==> src/rtl/mem_arbiter_fsm_pkg.sv <==
`default_nettype none
// ============================================================================
//  Module      : mem_arb_pkg
//  Description : Shared types and default constants for the fetch/data RAM
//                arbiter: state encoding, word/address types, limits.
//  Revision    : 1.0 - initial release
// ============================================================================
package mem_arb_pkg;

    localparam int DEF_ADDR_W       = 32;
    localparam int DEF_DATA_W       = 32;
    localparam int DEF_MAX_D_STREAK = 4;
    localparam int DEF_TIMEOUT      = 255;
    localparam int WDOG_W           = 8;

    typedef logic [DEF_DATA_W-1:0] word_t;
    typedef logic [DEF_ADDR_W-1:0] addr_t;

    typedef enum logic [1:0] {
        IDLE  = 2'd0,
        I_ACC = 2'd1,
        D_ACC = 2'd2
    } arb_state_t;

    // True while a RAM access is being driven
    function automatic logic is_access(input arb_state_t s);
        return (s == I_ACC) || (s == D_ACC);
    endfunction

endpackage : mem_arb_pkg
`default_nettype wire

==> src/rtl/mem_arbiter_fsm_if.sv <==
`default_nettype none
// ============================================================================
//  Module      : mem_arb_if
//  Description : Bundle of the fetch port, data port and single-port RAM
//                signals around the arbiter. The slave modport is the
//                arbiter's view; master is the view of requesters + RAM.
//  Revision    : 1.0 - initial release
// ============================================================================
interface mem_arb_if
    import mem_arb_pkg::*;
#(
    parameter int ADDR_W = DEF_ADDR_W,
    parameter int DATA_W = DEF_DATA_W
) ();

    // Fetch port
    logic              i_req;
    logic [ADDR_W-1:0] i_addr;
    logic              i_ready;
    logic [DATA_W-1:0] i_rdata;

    // Data port
    logic              d_req;
    logic              d_wen;
    logic [ADDR_W-1:0] d_addr;
    logic [DATA_W-1:0] d_wdata;
    logic              d_ready;
    logic [DATA_W-1:0] d_rdata;

    // Abort indication
    logic              err;

    // RAM side
    logic              ram_ren;
    logic              ram_wen;
    logic [ADDR_W-1:0] ram_addr;
    logic [DATA_W-1:0] ram_store;
    logic [DATA_W-1:0] ram_load;
    logic              busy_o;

    modport slave (
        input  i_req, i_addr,
        output i_ready, i_rdata,
        input  d_req, d_wen, d_addr, d_wdata,
        output d_ready, d_rdata,
        output err,
        output ram_ren, ram_wen, ram_addr, ram_store,
        input  ram_load, busy_o
    );

    modport master (
        output i_req, i_addr,
        input  i_ready, i_rdata,
        output d_req, d_wen, d_addr, d_wdata,
        input  d_ready, d_rdata,
        input  err,
        input  ram_ren, ram_wen, ram_addr, ram_store,
        output ram_load, busy_o
    );

endinterface : mem_arb_if
`default_nettype wire

==> src/rtl/mem_arbiter_fsm_watchdog.sv <==
`default_nettype none
// ============================================================================
//  Module      : arb_watchdog
//  Description : 8-bit busy-cycle counter. Cleared while no access is in
//                flight, counts access cycles with the RAM busy, and flags
//                expiry on the busy cycle where the count reaches TIMEOUT.
//  Revision    : 1.0 - initial release
// ============================================================================
module arb_watchdog
    import mem_arb_pkg::*;
#(
    parameter int TIMEOUT = DEF_TIMEOUT
) (
    input  wire  CLK,
    input  wire  nRST,
    input  wire  clr,
    input  wire  busy,
    output logic expire
);

    logic [WDOG_W-1:0] wdog_q;
    logic [WDOG_W-1:0] wdog_d;

    // Next count: clear wins, otherwise count busy cycles and hold at all-ones
    always_comb begin
        wdog_d = wdog_q;
        if (clr) begin
            wdog_d = '0;
        end else if (busy && (wdog_q != {WDOG_W{1'b1}})) begin
            wdog_d = wdog_q + WDOG_W'(1);
        end
    end

    // Counter register
    always_ff @(posedge CLK or negedge nRST) begin
        if (!nRST) begin
            wdog_q <= '0;
        end else begin
            wdog_q <= wdog_d;
        end
    end

    assign expire = busy && !clr && (wdog_q == WDOG_W'(TIMEOUT));

endmodule : arb_watchdog
`default_nettype wire

==> src/rtl/mem_arbiter_fsm.sv <==
`default_nettype none
// ============================================================================
//  Module      : mem_arbiter_fsm
//  Description : Shares one single-port RAM between the fetch and data ports.
//                Data has priority, bounded by a streak counter so a pending
//                fetch is not starved. Granted requests are latched and the
//                RAM controls are decoded from state + latches only. Ready,
//                err and read data are registered; a watchdog aborts accesses
//                that stay busy too long.
//  Revision    : 1.0 - initial release
// ============================================================================
module mem_arbiter_fsm
    import mem_arb_pkg::*;
#(
    parameter int ADDR_W       = DEF_ADDR_W,
    parameter int DATA_W       = DEF_DATA_W,
    parameter int MAX_D_STREAK = DEF_MAX_D_STREAK,
    parameter int TIMEOUT      = DEF_TIMEOUT
) (
    input  wire      CLK,
    input  wire      nRST,
    mem_arb_if.slave bus
);

    localparam int STREAK_W = $clog2(MAX_D_STREAK + 1);

    arb_state_t        state_q,  state_d;
    logic [ADDR_W-1:0] addr_q,   addr_d;
    logic [DATA_W-1:0] wdata_q,  wdata_d;
    logic              wen_q,    wen_d;
    logic [STREAK_W-1:0] streak_q, streak_d;
    logic              i_ready_q, i_ready_d;
    logic              d_ready_q, d_ready_d;
    logic              err_q,    err_d;
    logic [DATA_W-1:0] i_rdata_q, i_rdata_d;
    logic [DATA_W-1:0] d_rdata_q, d_rdata_d;

    logic              w_i_elig;
    logic              w_d_elig;
    logic              w_expire;
    logic              w_ram_ren;
    logic              w_ram_wen;
    logic [ADDR_W-1:0] w_ram_addr;
    logic [DATA_W-1:0] w_ram_store;

    // A port that is completing this cycle is still retiring its request
    assign w_i_elig = bus.i_req && !i_ready_q;
    assign w_d_elig = bus.d_req && !d_ready_q;

    arb_watchdog #(
        .TIMEOUT (TIMEOUT)
    ) u_wdog (
        .CLK    (CLK),
        .nRST   (nRST),
        .clr    (state_q == IDLE),
        .busy   (is_access(state_q) && bus.busy_o),
        .expire (w_expire)
    );

    // Next-state, grant/latch decisions and RAM control decode
    always_comb begin
        state_d     = state_q;
        addr_d      = addr_q;
        wdata_d     = wdata_q;
        wen_d       = wen_q;
        streak_d    = streak_q;
        i_ready_d   = 1'b0;
        d_ready_d   = 1'b0;
        err_d       = 1'b0;
        i_rdata_d   = i_rdata_q;
        d_rdata_d   = d_rdata_q;
        w_ram_ren   = 1'b0;
        w_ram_wen   = 1'b0;
        w_ram_addr  = '0;
        w_ram_store = '0;

        case (state_q)
            IDLE: begin
                if (w_d_elig && (!w_i_elig || (streak_q < STREAK_W'(MAX_D_STREAK)))) begin
                    state_d = D_ACC;
                    addr_d  = bus.d_addr;
                    wdata_d = bus.d_wdata;
                    wen_d   = bus.d_wen;
                    // Streak only grows while a fetch is actually waiting
                    if (!w_i_elig) begin
                        streak_d = '0;
                    end else if (streak_q != STREAK_W'(MAX_D_STREAK)) begin
                        streak_d = streak_q + STREAK_W'(1);
                    end
                end else if (w_i_elig) begin
                    state_d  = I_ACC;
                    addr_d   = bus.i_addr;
                    streak_d = '0;
                end
            end

            I_ACC: begin
                w_ram_ren  = 1'b1;
                w_ram_addr = addr_q;
                if (!bus.busy_o) begin
                    i_rdata_d = bus.ram_load;
                    i_ready_d = 1'b1;
                    state_d   = IDLE;
                end else if (w_expire) begin
                    i_ready_d = 1'b1;
                    err_d     = 1'b1;
                    state_d   = IDLE;
                end
            end

            D_ACC: begin
                w_ram_addr  = addr_q;
                w_ram_wen   = wen_q;
                w_ram_ren   = !wen_q;
                w_ram_store = wen_q ? wdata_q : '0;
                if (!bus.busy_o) begin
                    if (!wen_q) begin
                        d_rdata_d = bus.ram_load;
                    end
                    d_ready_d = 1'b1;
                    state_d   = IDLE;
                end else if (w_expire) begin
                    d_ready_d = 1'b1;
                    err_d     = 1'b1;
                    state_d   = IDLE;
                end
            end

            default: begin
                state_d = IDLE;
            end
        endcase
    end

    // State, latched request and registered outputs; reset drops any access
    always_ff @(posedge CLK or negedge nRST) begin
        if (!nRST) begin
            state_q   <= IDLE;
            addr_q    <= '0;
            wdata_q   <= '0;
            wen_q     <= 1'b0;
            streak_q  <= '0;
            i_ready_q <= 1'b0;
            d_ready_q <= 1'b0;
            err_q     <= 1'b0;
            i_rdata_q <= '0;
            d_rdata_q <= '0;
        end else begin
            state_q   <= state_d;
            addr_q    <= addr_d;
            wdata_q   <= wdata_d;
            wen_q     <= wen_d;
            streak_q  <= streak_d;
            i_ready_q <= i_ready_d;
            d_ready_q <= d_ready_d;
            err_q     <= err_d;
            i_rdata_q <= i_rdata_d;
            d_rdata_q <= d_rdata_d;
        end
    end

    assign bus.i_ready   = i_ready_q;
    assign bus.i_rdata   = i_rdata_q;
    assign bus.d_ready   = d_ready_q;
    assign bus.d_rdata   = d_rdata_q;
    assign bus.err       = err_q;
    assign bus.ram_ren   = w_ram_ren;
    assign bus.ram_wen   = w_ram_wen;
    assign bus.ram_addr  = w_ram_addr;
    assign bus.ram_store = w_ram_store;

endmodule : mem_arbiter_fsm
`default_nettype wire

==> src/flat_wrapper.sv <==
// flat-port wrapper written by rule: the top's interface ports become plain ports
module mem_arbiter_fsm_flat import mem_arb_pkg::*;
#(
    parameter int ADDR_W       = DEF_ADDR_W,
    parameter int DATA_W       = DEF_DATA_W,
    parameter int MAX_D_STREAK = DEF_MAX_D_STREAK,
    parameter int TIMEOUT      = DEF_TIMEOUT
)
  (CLK, nRST, bus_i_req, bus_i_addr, bus_i_ready, bus_i_rdata, bus_d_req, bus_d_wen, bus_d_addr, bus_d_wdata, bus_d_ready, bus_d_rdata, bus_err, bus_ram_ren, bus_ram_wen, bus_ram_addr, bus_ram_store, bus_ram_load, bus_busy_o);
  mem_arb_if #(.ADDR_W(ADDR_W), .DATA_W(DATA_W)) bus_i ();
  input  wire CLK;
  input  wire nRST;
  input wire logic [$bits(bus_i.i_req)-1:0] bus_i_req;
  input wire logic [$bits(bus_i.i_addr)-1:0] bus_i_addr;
  output wire logic [$bits(bus_i.i_ready)-1:0] bus_i_ready;
  output wire logic [$bits(bus_i.i_rdata)-1:0] bus_i_rdata;
  input wire logic [$bits(bus_i.d_req)-1:0] bus_d_req;
  input wire logic [$bits(bus_i.d_wen)-1:0] bus_d_wen;
  input wire logic [$bits(bus_i.d_addr)-1:0] bus_d_addr;
  input wire logic [$bits(bus_i.d_wdata)-1:0] bus_d_wdata;
  output wire logic [$bits(bus_i.d_ready)-1:0] bus_d_ready;
  output wire logic [$bits(bus_i.d_rdata)-1:0] bus_d_rdata;
  output wire logic [$bits(bus_i.err)-1:0] bus_err;
  output wire logic [$bits(bus_i.ram_ren)-1:0] bus_ram_ren;
  output wire logic [$bits(bus_i.ram_wen)-1:0] bus_ram_wen;
  output wire logic [$bits(bus_i.ram_addr)-1:0] bus_ram_addr;
  output wire logic [$bits(bus_i.ram_store)-1:0] bus_ram_store;
  input wire logic [$bits(bus_i.ram_load)-1:0] bus_ram_load;
  input wire logic [$bits(bus_i.busy_o)-1:0] bus_busy_o;
  assign bus_i.i_req = bus_i_req;
  assign bus_i.i_addr = bus_i_addr;
  assign bus_i_ready = bus_i.i_ready;
  assign bus_i_rdata = bus_i.i_rdata;
  assign bus_i.d_req = bus_d_req;
  assign bus_i.d_wen = bus_d_wen;
  assign bus_i.d_addr = bus_d_addr;
  assign bus_i.d_wdata = bus_d_wdata;
  assign bus_d_ready = bus_i.d_ready;
  assign bus_d_rdata = bus_i.d_rdata;
  assign bus_err = bus_i.err;
  assign bus_ram_ren = bus_i.ram_ren;
  assign bus_ram_wen = bus_i.ram_wen;
  assign bus_ram_addr = bus_i.ram_addr;
  assign bus_ram_store = bus_i.ram_store;
  assign bus_i.ram_load = bus_ram_load;
  assign bus_i.busy_o = bus_busy_o;
  mem_arbiter_fsm #(.ADDR_W(ADDR_W), .DATA_W(DATA_W), .MAX_D_STREAK(MAX_D_STREAK), .TIMEOUT(TIMEOUT)) u_core (.CLK(CLK), .nRST(nRST), .bus(bus_i));
endmodule
==> config.mk <==
export PLATFORM = sky130hd
export DESIGN_NAME = mem_arbiter_fsm_flat
export DESIGN_NICKNAME = d
export VERILOG_FILES = /design/src/rtl/mem_arbiter_fsm_pkg.sv /design/src/rtl/mem_arbiter_fsm_if.sv /design/src/rtl/mem_arbiter_fsm_watchdog.sv /design/src/rtl/mem_arbiter_fsm.sv /design/src/flat_wrapper.sv
export SDC_FILE = /design/constraint.sdc
export NUM_CORES = 1
export LEC_CHECK = 0
export ABC_AREA = 1
export CAP_MARGIN = 20
export CORE_ASPECT_RATIO = 1.5
export CORE_MARGIN = 2
export CORE_UTILIZATION = 45
export CTS_BUF_LIST = sky130_fd_sc_hd__clkbuf_8
export CTS_CLUSTER_DIAMETER = 200
export DETAILED_ROUTE_END_ITERATION = 10
export PLACE_DENSITY = 0.94
export SYNTH_ARGS = -nofsm -noshare
export SYNTH_HDL_FRONTEND = slang
export SYNTH_SLANG_ARGS = --single-unit
==> constraint.sdc <==
create_clock -name CLK -period 2 [get_ports CLK]
set_input_delay 0.4 -clock CLK [delete_from_list [all_inputs] [get_ports CLK]]
set_output_delay 0.4 -clock CLK [all_outputs]
set_load 0.03 [all_outputs]
==> flow_metrics.py, run 1 <==
metrics = {
    "run_status": {
        "status": "finished, violations left",
        "violations": "setup timing",
    },
    "worst_setup_path": {
        "path_common_cell": "buf_6",
        "cp-start-kind": "flip-flop",
        "critPathCaptureType": "primary output",
        "worstPathRequired_ns": 1.60,
        "cp_top_family": "buffers and inverters",
        "cp_slowest_cell": "dfrtp_1",
        "worst-path-buf-inv": 5,
        "slowest_delay_ns": 0.39,
        "crit_type": "reg2out",
        "path_cells": "inv_2 -> ha_4 -> buf_6 -> clkbuf_16 -> nand2_1 -> inv_1 -> buf_6",
        "arrival_ns": 1.77,
        "critPathMaxFanout": 7,
    },
    "final_layout": {
        "drive_above_1_share_pct": 17.0,
        "final_common_cell": "nand2_1",
        "syn_to_final_growth_pct": 55.1,
        "fin_nets": 1256,
        "fin_area_mm2": 0.0103,
        "final_cell_count_no_fill": 1325,
        "antenna_cells": 0,
        "final_cell_mix": "nand2_1, clkdlybuf4s50_1, dfrtp_1",
    },
    "global_routing": {
        "grt_start_max_net_pins": 65,
        "gr-total-overflow": 0,
        "grt_pass1_vias": 6483,
        "track_usage_pct": 25.2,
        "grt_pass1_wl_um": 31000,
        "antenna_found_initial": 0,
    },
    "logic_synthesis": {
        "synthDistinctLibCells": 21,
        "synth_area_per_cell_um2": 7.84,
        "synth_area_leaders": "dfrtp_1, nand2_1, inv_1",
        "ys_ff_latch": 145,
        "synth_top_area_share_pct": 54.7,
        "yosysWarnings": 0,
        "netlist_area_mm2": 0.00663,
        "ys_seq_area_share_pct": 54.7,
        "syn_inst": 846,
        "yosys.area.top_type": "dfrtp_1",
        "syn-num-nets": 986,
    },
    "floorplanning": {
        "fp.dieH_um": 153,
        "io_pins": 267,
        "row_count": 54,
        "start_util_pct": 45.8,
        "core_mm2": 0.0145,
        "die_w_um": 103,
        "die-area_mm2": 0.0157,
    },
    "sta": {
        "finalSetupViolCount": 65,
        "fmax_mhz": 462,
        "slew_viol_final": 0,
        "relSlewSlack_pct": 59.0,
        "post-route-min-period_ns": 2.17,
        "worstMarginPinSlew_ns": 0.614,
        "rsz0062_at_grt": "yes",
        "hold_viol": 0,
        "period_share_pct": 108,
        "setup_tns_ns": -6.36,
        "skew_ns": 0.0118,
        "hold_ws_ns": 0.336,
        "fin_ws_ns": -0.165,
    },
    "clock_network": {
        "clkSinkCount": 145,
        "cts_max_path_buffers": 2,
        "path_clk_slew_ns": 0.10,
        "clk_latency_ns": 0.44,
        "h-tree-depth": 4,
        "root_buffer": "clkbuf_8",
        "cts_tree": "built",
        "cts_made_buffers": 17,
    },
    "detailed_routing": {
        "routed_via_density": 4.82,
        "wl_um": 20100,
        "ant_nets": 0,
        "wl_per_cell_um": 15.1,
        "firstDrtPassIters": 5,
        "vias": 6380,
        "drt_iter0_drc": 221,
        "remaining_drc_errors": 0,
    },
    "pwr": {
        "power_density_mw_per_mm2": 1560,
        "peakVddDrop_uv": 924,
        "leakagePower_nw": 5.31,
    },
    "placement": {
        "place_hpwl_um": 13500,
        "placed_area_mm2": 0.00940,
        "io_buffers": 266,
        "dp.cells": 1281,
        "place.gp.congestion": 0.863,
    },
    "worst_hold_path": {
        "min_path_type": "in2async",
    },
    "job": {
        "maxCapViolations": 0,
    },
}
[cells by family (layout without fill, tap and decap cells)]
kind of cell / after synthesis / in the layout / share of synthesized area (%)
and+or+nand+nor: 364 / 364 / 21.4
buffers and inverters: 191 / 474 / 11.9
DFF: 145 / 145 / 54.7
AOI/OAI and AO/OA: 137 / 137 / 10.4
adders and majority gates: 6 / 6 / 1.13
xor gates and xnor gates: 3 / 3 / 0.396
[final cells by class]
class / count / area (um2)
inverters: 151 / 574
clock buffers: 17 / 234
multi-input cells: 510 / 2400
well taps: 196 / 245
clock inverters: 15 / 125
flip-flops and latches: 145 / 3630
repair buffers: 291 / 3070
fillers: 1023 / 4180
[path summary, 6_finish.rpt]
| check | slack [ns] | cells after the start | from | endpoint |
|---|---|---|---|---|
| setup reg to reg | 0.20 | 11 | u_core.state_q[0]$_DFFE_PN0P_ | u_core.u_wdog.wdog_q[7]$_DFFE_PN0P_ |
| hold reg to reg | 0.49 | 2 | u_core.bus.d_rdata[29]$_DFFE_PN0P_ | u_core.bus.d_rdata[29]$_DFFE_PN0P_ |
| setup / recovery | -0.17 | 7 | u_core.state_q[0]$_DFFE_PN0P_ | bus_ram_addr[5] |
| hold / removal | 0.34 | 2 | nRST | u_core.bus.d_rdata[29]$_DFFE_PN0P_ |
| max in group asynchronous | 1.07 | 3 | nRST | u_core.addr_q[29]$_DFFE_PN0P_ |
| min in group CLK | 0.49 | 2 | u_core.bus.d_rdata[29]$_DFFE_PN0P_ | u_core.bus.d_rdata[29]$_DFFE_PN0P_ |
[metrics by stage]
stage               utilization [%]  worst slack, ns  power, mW
global placement               65.0            0.104       12.1
detailed placement             65.0           0.0307       12.4
CTS                            70.0           -0.127       15.5
finish                         71.1           -0.165       16.0
global route                   71.1           -0.247       17.0
floorplan                         -            0.255       9.30
[where the power goes]
group | internal [mW] | switching, mW
clock network | 0.899 | 1.24
registers | 4.23 | 0.776
logic | 3.65 | 5.20
total | 8.78 | 7.22
[repair_timing]
item,CTS,global route
setup endpoints to repair,66,66
gates cloned,3,1
setup buffers,6,1
resized for setup,71,59
endpoints found under the hold margin,10,0
hold buffers,1,0
pin swaps,7,13
[routing by layer]
metal | track usage (%) | wire (um) | vias to the layer above
met2 | 43.9 | 10400 | 303
met5 | 0 | 0 | -
li1 | - | - | 3075
met3 | 8.94 | 1810 | 65
met1 | 26.4 | 7040 | 2937
met4 | 12.0 | 781 | 0
[synthesized netlist by cell type]
library cell / count
nand2_1: 264
inv_1: 149
dfrtp_1: 145
o21ai_0: 97
nor2_1: 78
o21ai_1: 36
clkbuf_1: 16
buf_2: 14
nand3_1: 14
ha_1: 6
buf_4: 5
buf_6: 5
nor2_2: 3
xor2_1: 3
a21oi_1: 2
inv_2: 2
nand2_2: 2
nand4_1: 2
a21boi_0: 1
nor2_8: 1
o21a_1: 1
[sequential cells by signal, summed over array words and instances (netlist names), 2 cells and up]
name / flops
u_core.u_wdog.wdog_q: 8
u_core.bus.i_rdata: 32
u_core.state_q: 2
u_core.streak_q: 3
u_core.addr_q: 32
u_core.wdata_q: 32
u_core.bus.d_rdata: 32
[worst reg2reg max path, cell delays in order (launching register included)]
cell	delay, ns
dfrtp_1	0.39
inv_2	0.07
ha_4	0.32
buf_12	0.12
buf_6	0.10
nand2_1	0.09
inv_1	0.14
nand2_1	0.08
nand2_2	0.12
inv_1	0.12
nand2_1	0.09
nand2_1	0.06
Power figures use the tool's default switching activity.
==> inputs of run 2 (changes only) <==
--- a/config.mk
+++ b/config.mk
@@ -6,7 +6,6 @@
 export NUM_CORES = 1
 export LEC_CHECK = 0
 export ABC_AREA = 1
-export CAP_MARGIN = 20
 export CORE_ASPECT_RATIO = 1.5
 export CORE_MARGIN = 2
 export CORE_UTILIZATION = 45
==> results of run 2 <==
Final layout, timing and power as in run 1 (identical DEF).
